--- src/rtl/commonlib_muxn_pkg.sv ---
// Shared helpers for the pipelined mux tree: select width and stage geometry.
// Used by both the RTL and the testbench so they agree on stage layout.
package commonlib_muxn_pkg;

  function automatic int clog2(input int n);
    int r;
    r = 0;
    while ((1 << r) < n) r = r + 1;
    return r;
  endfunction

  function automatic int num_stages(input int levels, input int reg_every);
    return (levels + reg_every - 1) / reg_every;
  endfunction

  function automatic int stage_last_level(input int s, input int reg_every, input int levels);
    int hi;
    hi = (s + 1) * reg_every;
    if (hi > levels) hi = levels;
    return hi - 1;
  endfunction

  // Payload held by stage s: surviving partial words plus the select bits still to be used.
  function automatic int stage_payload_w(input int s, input int sel_w, input int reg_every,
                                         input int width);
    int rem;
    rem = sel_w - stage_last_level(s, reg_every, sel_w) - 1;
    return (1 << rem) * width + rem;
  endfunction

  function automatic int stage_payload_off(input int s, input int sel_w, input int reg_every,
                                           input int width);
    int off;
    off = 0;
    for (int t = 0; t < s; t++) off += stage_payload_w(t, sel_w, reg_every, width);
    return off;
  endfunction

endpackage

--- src/rtl/commonlib_muxn_pipe_if.sv ---
// Stream bundle of the pipelined N-way mux: input word vector + select, output word,
// flush and the sticky select-error flag.
interface commonlib_muxn_pipe_if #(
  parameter int N     = 8,
  parameter int WIDTH = 8
);
  localparam int SEL_W = commonlib_muxn_pkg::clog2(N);

  logic                 flush;
  logic [N*WIDTH-1:0]   in_data;
  logic [SEL_W-1:0]     in_sel;
  logic                 in_valid;
  logic                 in_ready;
  logic [WIDTH-1:0]     out_data;
  logic                 out_valid;
  logic                 out_ready;
  logic                 sel_err;

  modport master (
    output flush, in_data, in_sel, in_valid, out_ready,
    input  in_ready, out_data, out_valid, sel_err
  );

  modport slave (
    input  flush, in_data, in_sel, in_valid, out_ready,
    output in_ready, out_data, out_valid, sel_err
  );

endinterface

--- src/rtl/commonlib_muxn_pipe_stage.sv ---
// One elastic register slice: holds a payload word with its valid bit and
// chains ready backwards so the pipeline runs at one transfer per cycle.
module commonlib_muxn_pipe_stage #(
  parameter int PW = 8
) (
  input  logic          clk,
  input  logic          arst_n,
  input  logic          flush,
  input  logic          up_valid,
  output logic          up_ready,
  input  logic [PW-1:0] up_data,
  output logic          dn_valid,
  input  logic          dn_ready,
  output logic [PW-1:0] dn_data
);

  assign up_ready = !dn_valid || dn_ready;

  // Flush drops the valid but deliberately leaves the data register untouched.
  always_ff @(posedge clk or negedge arst_n) begin
    if (!arst_n) begin
      dn_valid <= 1'b0;
      dn_data  <= '0;
    end else if (flush) begin
      dn_valid <= 1'b0;
    end else if (up_ready) begin
      dn_valid <= up_valid;
      if (up_valid) dn_data <= up_data;
    end
  end

endmodule

--- src/rtl/commonlib_muxn_pipe.sv ---
// Pipelined N-way WIDTH-bit mux tree with valid/ready handshake; the select travels
// with the data. Optional sticky range check enabled by COMMONLIB_MUXN_PIPE_SEL_CHECK_EN.
module commonlib_muxn_pipe
  import commonlib_muxn_pkg::*;
#(
  parameter int N         = 8,
  parameter int WIDTH     = 8,
  parameter int REG_EVERY = 1
) (
  input logic                  clk,
  input logic                  arst_n,
  commonlib_muxn_pipe_if.slave bus
);

  localparam int SEL_W   = clog2(N);
  localparam int LEVELS  = SEL_W;
  localparam int STAGES  = num_stages(LEVELS, REG_EVERY);
  localparam int TOTAL_W = stage_payload_off(STAGES, SEL_W, REG_EVERY, WIDTH);

  logic [STAGES:0]    rdy;
  logic [STAGES-1:0]  vld;
  logic [TOTAL_W-1:0] q_bus;

  for (genvar s = 0; s < STAGES; s++) begin : g_stage
    localparam int LO        = s * REG_EVERY;
    localparam int HI        = stage_last_level(s, REG_EVERY, LEVELS);
    localparam int NL        = HI - LO + 1;
    localparam int IN_SW     = SEL_W - LO;
    localparam int OUT_SW    = SEL_W - HI - 1;
    localparam int IN_WORDS  = 1 << IN_SW;
    localparam int OUT_WORDS = 1 << OUT_SW;
    localparam int PW        = stage_payload_w(s, SEL_W, REG_EVERY, WIDTH);
    localparam int OFF       = stage_payload_off(s, SEL_W, REG_EVERY, WIDTH);

    logic [IN_WORDS*WIDTH-1:0] d_in;
    logic [IN_WORDS*WIDTH-1:0] work;
    logic [IN_SW-1:0]          s_in;
    logic [PW-1:0]             d_next;
    logic                      up_valid;

    if (s == 0) begin : g_first
      // Missing inputs of a non-power-of-two N read as zero, so out-of-range selects yield 0.
      always_comb begin
        d_in = '0;
        d_in[N*WIDTH-1:0] = bus.in_data;
      end
      assign s_in     = bus.in_sel;
      assign up_valid = bus.in_valid;
    end else begin : g_rest
      localparam int POFF = stage_payload_off(s - 1, SEL_W, REG_EVERY, WIDTH);
      localparam int PPW  = stage_payload_w(s - 1, SEL_W, REG_EVERY, WIDTH);
      assign {s_in, d_in} = q_bus[POFF +: PPW];
      assign up_valid     = vld[s-1];
    end

    // Each level halves the word count in place; level l of this slice uses the residual sel LSB first.
    always_comb begin
      work = d_in;
      for (int l = 0; l < NL; l++) begin
        for (int k = 0; k < (IN_WORDS >> (l + 1)); k++) begin
          work[k*WIDTH +: WIDTH] = s_in[l] ? work[(2*k+1)*WIDTH +: WIDTH]
                                           : work[(2*k)*WIDTH +: WIDTH];
        end
      end
    end

    if (OUT_SW > 0) begin : g_carry_sel
      assign d_next = {s_in[IN_SW-1:NL], work[OUT_WORDS*WIDTH-1:0]};
    end else begin : g_final
      assign d_next = work[WIDTH-1:0];
    end

    commonlib_muxn_pipe_stage #(.PW(PW)) u_stage (
      .clk      (clk),
      .arst_n   (arst_n),
      .flush    (bus.flush),
      .up_valid (up_valid),
      .up_ready (rdy[s]),
      .up_data  (d_next),
      .dn_valid (vld[s]),
      .dn_ready (rdy[s+1]),
      .dn_data  (q_bus[OFF +: PW])
    );
  end

  assign rdy[STAGES]   = bus.out_ready;
  assign bus.in_ready  = rdy[0];
  assign bus.out_valid = vld[STAGES-1];
  assign bus.out_data  = q_bus[TOTAL_W-WIDTH +: WIDTH];

`ifdef COMMONLIB_MUXN_PIPE_SEL_CHECK_EN
  logic sel_err_q;

  // Sticky until reset; flush does not clear it.
  always_ff @(posedge clk or negedge arst_n) begin
    if (!arst_n) begin
      sel_err_q <= 1'b0;
    end else if (bus.in_valid && rdy[0] && ({1'b0, bus.in_sel} >= (SEL_W + 1)'(N))) begin
      sel_err_q <= 1'b1;
    end
  end

  assign bus.sel_err = sel_err_q;
`else
  assign bus.sel_err = 1'b0;
`endif

endmodule

--- src/flat_wrapper.sv ---
// flat-port wrapper written by rule: the top's interface ports become plain ports
module commonlib_muxn_pipe_flat import commonlib_muxn_pkg::*;
#(
  parameter int N         = 8,
  parameter int WIDTH     = 8,
  parameter int REG_EVERY = 1
)
  (clk, arst_n, bus_flush, bus_in_data, bus_in_sel, bus_in_valid, bus_out_ready, bus_in_ready, bus_out_data, bus_out_valid, bus_sel_err);
  commonlib_muxn_pipe_if #(.N(N), .WIDTH(WIDTH)) bus_i ();
  input logic clk;
  input logic arst_n;
  input wire logic [$bits(bus_i.flush)-1:0] bus_flush;
  input wire logic [$bits(bus_i.in_data)-1:0] bus_in_data;
  input wire logic [$bits(bus_i.in_sel)-1:0] bus_in_sel;
  input wire logic [$bits(bus_i.in_valid)-1:0] bus_in_valid;
  input wire logic [$bits(bus_i.out_ready)-1:0] bus_out_ready;
  output wire logic [$bits(bus_i.in_ready)-1:0] bus_in_ready;
  output wire logic [$bits(bus_i.out_data)-1:0] bus_out_data;
  output wire logic [$bits(bus_i.out_valid)-1:0] bus_out_valid;
  output wire logic [$bits(bus_i.sel_err)-1:0] bus_sel_err;
  assign bus_i.flush = bus_flush;
  assign bus_i.in_data = bus_in_data;
  assign bus_i.in_sel = bus_in_sel;
  assign bus_i.in_valid = bus_in_valid;
  assign bus_i.out_ready = bus_out_ready;
  assign bus_in_ready = bus_i.in_ready;
  assign bus_out_data = bus_i.out_data;
  assign bus_out_valid = bus_i.out_valid;
  assign bus_sel_err = bus_i.sel_err;
  commonlib_muxn_pipe #(.N(N), .WIDTH(WIDTH), .REG_EVERY(REG_EVERY)) u_core (.clk(clk), .arst_n(arst_n), .bus(bus_i));
endmodule
--- config.mk ---
export PLATFORM = sky130hd
export DESIGN_NAME = commonlib_muxn_pipe_flat
export DESIGN_NICKNAME = d
export VERILOG_FILES = /design/src/rtl/commonlib_muxn_pkg.sv /design/src/rtl/commonlib_muxn_pipe_if.sv /design/src/rtl/commonlib_muxn_pipe_stage.sv /design/src/rtl/commonlib_muxn_pipe.sv /design/src/flat_wrapper.sv
export SDC_FILE = /design/constraint.sdc
export NUM_CORES = 1
export LEC_CHECK = 0
export CAP_MARGIN = 15
export CORE_MARGIN = 8
export CORE_UTILIZATION = 50
export CTS_BUF_LIST = sky130_fd_sc_hd__clkbuf_4
export DETAILED_ROUTE_END_ITERATION = 7
export GPL_ROUTABILITY_DRIVEN = 0
export PLACE_DENSITY = 0.82
export SYNTH_ARGS = -nofsm -noshare
export SYNTH_HDL_FRONTEND = slang
export SYNTH_SLANG_ARGS = --single-unit
export TNS_END_PERCENT = 30
--- constraint.sdc ---
create_clock -name clk -period 3 [get_ports clk]
set_input_delay 0.3 -clock clk [delete_from_list [all_inputs] [get_ports clk]]
set_output_delay 0.3 -clock clk [all_outputs]
set_load 0.02 [all_outputs]
==> flow_summary.ini <==
[drt]
drt_iter0_drc = 84
wire_per_inst_um = 16.7
via_per_inst = 5.14
vias = 1885
ant_nets = 0
wl_um = 6130
dr.pass1.iters = 4
drcViolationCount = 0

[sta]
report.final.setup_viol = 0
min_period_ns = 1.94
max_freq_mhz = 516
hold_ws_ns = 0.443
fin_ws_ns = 1.06
tightest_slew_ns = 0.747
tns_ns = 0
rsz0062_at_grt = false
slew_viol_final = 0
hold_viol = 0
clock_skew_ns = 0.0105
relSlewSlack = 0.502
timing.final.crit_share = 0.647

[pwr]
p_clk_frac = 0.248
p_sw_frac = 0.259
combinationalPowerShare = 0.286
power_density_nw_per_um2 = 630
switching_power_w = 0.000665
leakage_nw = 1.72
internal_power_w = 0.00190
power_frac_seq = 0.465
max-vdd-ir-drop_mv = 0.579

[layout]
layout-drive-gt1-share = 0.473
syn_to_final_growth_pct = 32.4
layout.nets = 359
nFillCells = 450
finalInstanceArea_um2 = 4070
stdcell_count = 367
n_antenna_cell = 0

[clock_network]
cts_setup_buffers = 0
cts.clk_slew.worst_paths_ns = 0.10
htree_levels = 3
cts_sinks = 62
insertion_delay_ns = 0.40
cts_tree = done
cts_made_buffers = 9
clockBufferDepth = 2
cts_root_buf = clkbuf_4

[synthesis]
yosys.area.top_type = dfrtp_1
synth-main-ff-cell = dfrtp_1
synth_warnings = 0
avgSynthCellArea_um2 = 15.1
ys_async_sr_fraction = 1.00
syn_area_um2 = 3070
syn-num-nets = 275
yosysSeqAreaShare = 0.505
synth_top_area_frac = 0.505
synth.distinct_cells = 17
synth_edf_count = 0
netlist_instances = 203
synth_top_cells_by_count = 105 x mux2_2, 62 x dfrtp_1, 10 x mux2_4
yosys-top-cells-area = dfrtp_1 50%, mux2_2 38%, mux2_4 4.9%
yosysMostFrequentCell = mux2_2
ys_ff_latch = 62

[worst_setup_path]
crit_arrival_ns = 1.64
crit_required_ns = 2.70
cp_max_fo = 3
critPathKind = in -> out
crit_path_end_kind = primary output
start_kind = input port

[floorplan]
rows = 28
die_area_um2 = 8910
coreArea_um2 = 5920
ios = 83
die_w_um = 94.4
start_util = 0.519
die_height_um = 94.4

[global_route]
grt_use_total = 0.147
grt_pass1_vias = 2077
grt_remaining_overflow = 0
grt_pass1_wl_um = 10300
grt_max_degree = 36
antenna_found_initial = 0

[outcome]
status = complete, no violations

[place]
io_buffers = 81
place_area_um2 = 3900
dp_slack_ns = 0.934
dp_cells = 350
place_hpwl_um = 4530

[min_path]
min_path_type = in -> async

[run]
cap_violations = 0
-- sequential cells by signal, indices dropped and copies added, names as in the netlist --
register / count
u_core.g_stage.u_stage.dn_data: 59
u_core.g_stage.u_stage.dn_valid: 3
-- power groups by stage --
stage               sequential, W  clock (W)  combinational (W)
floorplan                 0.00121          0           0.000426
global placement          0.00120          0           0.000723
detailed placement        0.00121          0           0.000737
CTS                       0.00120   0.000656           0.000745
global route              0.00123   0.000699           0.000794
finish                    0.00119   0.000636           0.000733
-- kinds of logic after synthesis --
logic type / share of synthesized area
flip-flops: 0.505
multiplexers: 0.434
AND/OR/NAND/NOR: 0.0187
AO/OA/AOI/OAI: 0.00611
other: 0.00122
buffers and inverters: 0.0354
-- what timing repair did --
item	CTS	global route
hold endpoints to repair	27	0
gates resized for setup	0	0
hold buffers	1	0
-- final cells by class --
type / instances / area [µm²] / share of cell area
well taps: 75 / 93.8 / 0.0231
clock buffers: 11 / 82.6 / 0.0203
repair buffers: 86 / 846 / 0.208
clock inverters: 5 / 73.8 / 0.0181
flip-flops and latches: 62 / 1550 / 0.381
inverters: 2 / 7.51 / 0.00185
multi-input cells: 126 / 1410 / 0.347
-- stage by stage --
step,total power (W),util
2_1_floorplan,0.00164,-
3_3_place_gp,0.00192,0.659
3_5_place_dp,0.00195,0.659
4_1_cts,0.00260,0.687
5_1_grt,0.00272,0.687
6_report,0.00256,0.687
-- metal layers --
metal,vias to the layer above,routed length [µm],GRT usage
li1,898,-,-
met1,926,2510,0.176
met2,54,3060,0.239
met3,7,512,0.0675
met4,0,42,0.0277
met5,-,0,0
-- placed cells by master (no fill, tap or decap) --
master,netlist,layout
nor2b_4,1,1
dlygate4sd3_1,0,1
nor3b_2,1,1
mux2_2,105,105
inv_1,2,2
nand3b_2,1,1
mux2_4,10,10
a211o_1,1,1
buf_4,2,4
dfrtp_1,62,62
buf_2,5,1
clkbuf_4,0,11
conb_1,1,1
nor2_1,3,3
clkdlybuf4s50_1,0,80
a21oi_1,2,2
nand4b_1,1,1
bufinv_16,0,2
clkinv_1,0,1
clkinv_2,0,2
-- worst paths after layout --
| check | start | to | slack (ns) | cells past startpoint |
|---|---|---|---|---|
| worst max-delay path | bus_out_ready | bus_in_ready | 1.06 | 3 |
| worst min-delay path | arst_n | u_core.g_stage[0].u_stage.dn_data[21]$_DFFE_PN0P_ | 0.44 | 2 |
| worst max register to register | u_core.g_stage[2].u_stage.dn_valid$_DFFE_PN0P_ | u_core.g_stage[2].u_stage.dn_data[7]$_DFFE_PN0P_ | 1.34 | 3 |
| worst min register to register | u_core.g_stage[0].u_stage.dn_data[23]$_DFFE_PN0P_ | u_core.g_stage[0].u_stage.dn_data[23]$_DFFE_PN0P_ | 0.51 | 1 |
| max in group asynchronous | arst_n | u_core.g_stage[0].u_stage.dn_data[8]$_DFFE_PN0P_ | 1.70 | 3 |
| min in group clk | bus_in_valid | u_core.g_stage[0].u_stage.dn_valid$_DFFE_PN0P_ | 0.49 | 3 |
-- worst max-delay path, stage by stage --
cell             delay [ns]
clkdlybuf4s50_1        0.52
nand4b_1               0.18
clkdlybuf4s50_1        0.64
No activity file was read; power rests on OpenSTA's default activity.
